`src/rtl/instruction_fetch.sv`:
```
// instruction_fetch: PC holder and single-word fetch engine with request/ready memory handshake,
// redirect kill handling and a delivered-instruction counter.
module instruction_fetch #(
    parameter logic [31:0] RESET_PC = 32'h0000_0000
) (
    input  logic        clk,
    input  logic        reset,
    input  logic        fetch_en,
    input  logic        redirect_valid,
    input  logic [31:0] redirect_pc,
    output logic        imem_req,
    output logic [31:0] imem_addr,
    input  logic [31:0] imem_rdata,
    input  logic        imem_ready,
    output logic [31:0] instr_out,
    output logic        ir_write,
    output logic [31:0] instr_pc,
    output logic [31:0] pc_out,
    output logic        fetch_busy,
    output logic        misaligned_fault,
    output logic [31:0] fetch_count
);
    typedef enum logic {S_IDLE, S_WAIT} state_t;

    state_t      r_state, w_state_n;
    logic [31:0] r_pc, r_imem_addr, r_instr, r_instr_pc, r_count, r_redir_pc;
    logic        r_imem_req, r_ir_write, r_fault, r_kill;
    logic [31:0] w_pc_n, w_addr_n, w_instr_n, w_ipc_n, w_count_n, w_redir_n, w_fetch_addr;
    logic        w_req_n, w_ir_n, w_fault_n, w_kill_n;

    assign w_fetch_addr = redirect_valid ? redirect_pc : r_pc;

    always_comb begin
        w_state_n = r_state;
        w_pc_n    = r_pc;
        w_addr_n  = r_imem_addr;
        w_req_n   = r_imem_req;
        w_instr_n = r_instr;
        w_ipc_n   = r_instr_pc;
        w_ir_n    = 1'b0;
        w_fault_n = 1'b0;
        w_count_n = r_count;
        w_kill_n  = r_kill;
        w_redir_n = r_redir_pc;
        case (r_state)
            S_IDLE: begin
                if (fetch_en) begin
                    w_pc_n = w_fetch_addr;
                    if (w_fetch_addr[1:0] == 2'b00) begin
                        w_addr_n  = w_fetch_addr;
                        w_req_n   = 1'b1;
                        w_state_n = S_WAIT;
                    end else begin
                        w_fault_n = 1'b1;
                    end
                end else if (redirect_valid) begin
                    w_pc_n = redirect_pc;
                end
            end
            S_WAIT: begin
                if (redirect_valid) begin
                    w_kill_n  = 1'b1;
                    w_redir_n = redirect_pc;
                end
                // A redirect arriving in the ready cycle itself still kills the fetch.
                if (imem_ready) begin
                    w_req_n   = 1'b0;
                    w_kill_n  = 1'b0;
                    w_state_n = S_IDLE;
                    if (r_kill || redirect_valid) begin
                        w_pc_n = redirect_valid ? redirect_pc : r_redir_pc;
                    end else begin
                        w_instr_n = imem_rdata;
                        w_ipc_n   = r_imem_addr;
                        w_pc_n    = r_imem_addr + 32'd4;
                        w_ir_n    = 1'b1;
                        w_count_n = r_count + 32'd1;
                    end
                end
            end
            default: w_state_n = S_IDLE;
        endcase
    end

    always_ff @(posedge clk) begin
        if (reset) begin
            r_state     <= S_IDLE;
            r_pc        <= RESET_PC;
            r_imem_addr <= RESET_PC;
            r_imem_req  <= 1'b0;
            r_instr     <= 32'd0;
            r_instr_pc  <= 32'd0;
            r_ir_write  <= 1'b0;
            r_fault     <= 1'b0;
            r_count     <= 32'd0;
            r_kill      <= 1'b0;
            r_redir_pc  <= 32'd0;
        end else begin
            r_state     <= w_state_n;
            r_pc        <= w_pc_n;
            r_imem_addr <= w_addr_n;
            r_imem_req  <= w_req_n;
            r_instr     <= w_instr_n;
            r_instr_pc  <= w_ipc_n;
            r_ir_write  <= w_ir_n;
            r_fault     <= w_fault_n;
            r_count     <= w_count_n;
            r_kill      <= w_kill_n;
            r_redir_pc  <= w_redir_n;
        end
    end

    assign imem_req         = r_imem_req;
    assign imem_addr        = r_imem_addr;
    assign instr_out        = r_instr;
    assign ir_write         = r_ir_write;
    assign instr_pc         = r_instr_pc;
    assign pc_out           = r_pc;
    assign fetch_busy       = (r_state == S_WAIT);
    assign misaligned_fault = r_fault;
    assign fetch_count      = r_count;
endmodule

```
`config.mk`:
```
export PLATFORM = sky130hd
export DESIGN_NAME = instruction_fetch
export DESIGN_NICKNAME = d
export VERILOG_FILES = /design/src/rtl/instruction_fetch.sv
export SDC_FILE = /design/constraint.sdc
export NUM_CORES = 1
export LEC_CHECK = 0
export ABC_AREA = 1
export CORE_UTILIZATION = 45
export DETAILED_ROUTE_END_ITERATION = 7
export DONT_BUFFER_PORTS = 1
export PLACE_DENSITY_LB_ADDON = 0.15
export SLEW_MARGIN = 20
export SYNTH_ARGS = -nofsm -noshare
export SYNTH_HDL_FRONTEND = slang
export SYNTH_SLANG_ARGS = --single-unit
```
`constraint.sdc`:
```
create_clock -name clk -period 2.2 [get_ports clk]
set_clock_uncertainty 0.2 [all_clocks]
set_input_delay 0.44 -clock clk [delete_from_list [all_inputs] [get_ports clk]]
set_output_delay 0.44 -clock clk [all_outputs]
set_load 0.02 [all_outputs]
```
==> metrics <==
max-cap violations 0; vias per inst 5.41; most frequent cell after synthesis nand2_1; Clock transition at path regs 0.07 ns; LEAKAGE 4.48 nW; Placed Area 9670 um2; Layout area overhead 19.3%; cell row count 51; Setup Fix Bufs, Post-CTS 0; number of antenna violations at the first check in global routing 0; crit-path max FO 4; fin nets 1,472; Slew headroom 57.4%; setup tns final 0 ns; sequential fraction of the synthesis area 43.4%; RR Startpoint imem_addr[9]$_SDFFE_PP0P_; share of cells above drive strength 1 8.63%; crit end category flop; min-delay src redirect_pc[4]; Die Area 20,800 um2; Synth area leaders dfxtp_1, nand2_1, nor2_1; ys async rst share 0%; synthesized area per cell 6.86 um2; critical path arrival 2.22 ns; RePlAce Congestion 0.976; die width 144 um; largest net degree at the start of global routing 94; Clock Path Buffers 2; Crit Path Category flop to flop; wire per inst 17.9 um; Port Buffers 0; met1 usage in global routing 42.7%; layer with the highest usage met1; vias 9,081; RSZ-0062 raised after global routing false; num ports 233; hold path depth 2; H-tree levels 4; Initial Util 46.3%; vias in the first global route 8,017; Slowest-stage cell, CP dfxtp_1; Placeable Area 19,700 um2; fin crit period 2.06 ns; detailed-router iteration count before antenna repair 5; Num CTS Buffers 17; Power Density 743 nW/um2; Worst Hold Path EP r_redir_pc[4]$_SDFFE_PP0P_; CP bufs+invs 1; fin. max-slew vios 0; gr ovfl total 0; Synth top area share 43.4%; CP required 2.36 ns; Slew @ Worst Pin 0.637 ns; Residual DRC 0; mapped cell area 9090 um2; Post-synth EDFFs 0; post-synthesis net count 1,397; DRC marker count from the first detailed-route iteration 950; M2 GR Usage 40.3%; flip-flop and latch count after synthesis 197; # diodes 0; status finished clean; synth warn 0; post-layout util 55.2%; clk root buf clkbuf_16; met3 usage 8.21%; CP peak stage delay 0.37 ns; total power 8.07 mW; GRT Util Overall 28.9%; crit-path most repeated cell nand2_1; crit share post-route 93.5%; worst reg2reg setup slack 0.14 ns; CP startpoint imem_addr[9]$_SDFFE_PP0P_; Final Cell Area 10,900 um2; delay-heaviest family, CP simple AND/OR/NAND/NOR gates; endpoints failing setup 0; commonest cells in the netlist nand2_1, nor2_1, dfxtp_1, o21ai_0, a21oi_1; Hold Path Class primary input to flop; IR drop worst, VDD 545 uV; antenna viol nets, final 0; Cell Chain, Critical Path buf_4, nand2_1, nor2_1, nand2_1, nor2_1, nand3_1, nand2_1, nand2_1, nand2_1, nand2_1, a21oi_1; Startpoint Class flop; Synth cell types 46; first-pass GRT wire length 45,600 um; Yosys top cell by area dfxtp_1; reg2reg path depth 11; Fmax achieved 486 MHz; FF-to-FF End pc_out[29]$_SDFFE_PP0P_; worst-skew pair later-pin latency 0.43 ns; die height 144 um; total wire length 30,000 um; predominant post-synthesis flop cell dfxtp_1; Syn Inst Count 1,326; clk sink count 197; hpwl dp 21,200 um; CTS tree yes; Final Hold Violating Endpoints 0
through the flow:
| step | instances | setup slack [ns] | hold slack [ns] |
|---|---|---|---|
| 2_1_floorplan | 1326 | 0.283 | 0.230 |
| 3_3_place_gp | 1588 | 0.194 | 0.249 |
| 3_5_place_dp | 1588 | 0.0769 | 0.254 |
| 4_1_cts | 1679 | 0.0652 | 0.00129 |
| 5_1_grt | 1679 | 0.00821 | 0.0221 |
| 6_report | 1679 | 0.142 | 0.00900 |
how the worst max path moves through the flow:
stage | endpoint | cells past startpoint
6_report | pc_out[29]$_SDFFE_PP0P_ | 11
5_1_grt | pc_out[29]$_SDFFE_PP0P_ | 11
4_1_cts | pc_out[25]$_SDFFE_PP0P_ | 9
3_5_place_dp | pc_out[25]$_SDFFE_PP0P_ | 9
3_3_place_gp | pc_out[25]$_SDFFE_PP0P_ | 9
2_1_floorplan | pc_out[20]$_SDFFE_PP0P_ | 10
per-layer routing:
metal / wire length (um) / vias to the layer above
met4: 556 / 0
met1: 13800 / 4105
met5: 0 / -
met3: 3240 / 35
met2: 12400 / 456
li1: - / 4485
cells by family (layout without fill, tap and decap cells):
kind of cell	after synthesis	count (layout)	synth area share (%)
buf+inv	191	279	8.28
simple gates	585	585	26.7
compound gates	333	333	19.7
xor+xnor	18	18	1.73
flops	197	197	43.4
fa+ha+maj	2	2	0.275
flip-flops by register name (all words and copies together), names as in the netlist:
register	cells
r_kill	1
r_redir_pc	32
instr_out	32
ir_write	1
imem_addr	32
pc_out	32
fetch_busy	1
misaligned_fault	1
instr_pc	32
fetch_count	32
imem_req	1
where the power goes:
group / total, mW / internal, mW / switching, mW
logic: 0.942 / 0.341 / 0.601
registers: 4.02 / 3.73 / 0.282
clock network: 3.11 / 1.65 / 1.46
area by class of cell:
| class | instances | area (um2) |
|---|---|---|
| clock buffers | 20 | 457 |
| inverters | 123 | 473 |
| repair buffers | 124 | 1130 |
| well taps | 265 | 332 |
| fillers | 1983 | 8800 |
| multi-input cells | 938 | 4400 |
| flip-flops and latches | 197 | 3940 |
| clock inverters | 12 | 120 |
what timing repair did:
item	in CTS	in global routing
hold endpoints to repair	92	0
endpoints found under the setup margin	0	3
hold buffers	59	0
gates resized for setup	0	2
placed cells by master (no fill, tap or decap), types with 3 or more instances in the layout:
master / instances
a211oi_1: 11
a21oi_1: 133
a22oi_1: 3
a31oi_1: 8
a41oi_1: 3
buf_12: 4
buf_4: 62
clkbuf_16: 17
clkinv_2: 3
clkinvlp_4: 3
dfxtp_1: 197
dlygate4sd3_1: 58
inv_1: 117
inv_2: 3
inv_6: 3
inv_8: 3
nand2_1: 270
nand2_2: 4
nand3_1: 56
nand4_1: 7
nor2_1: 213
nor2_2: 6
nor2_4: 3
nor3_1: 13
o211ai_1: 5
o21ai_0: 153
o221ai_1: 11
xnor2_1: 4
xor2_1: 14
Power figures use the tool's default switching activity.
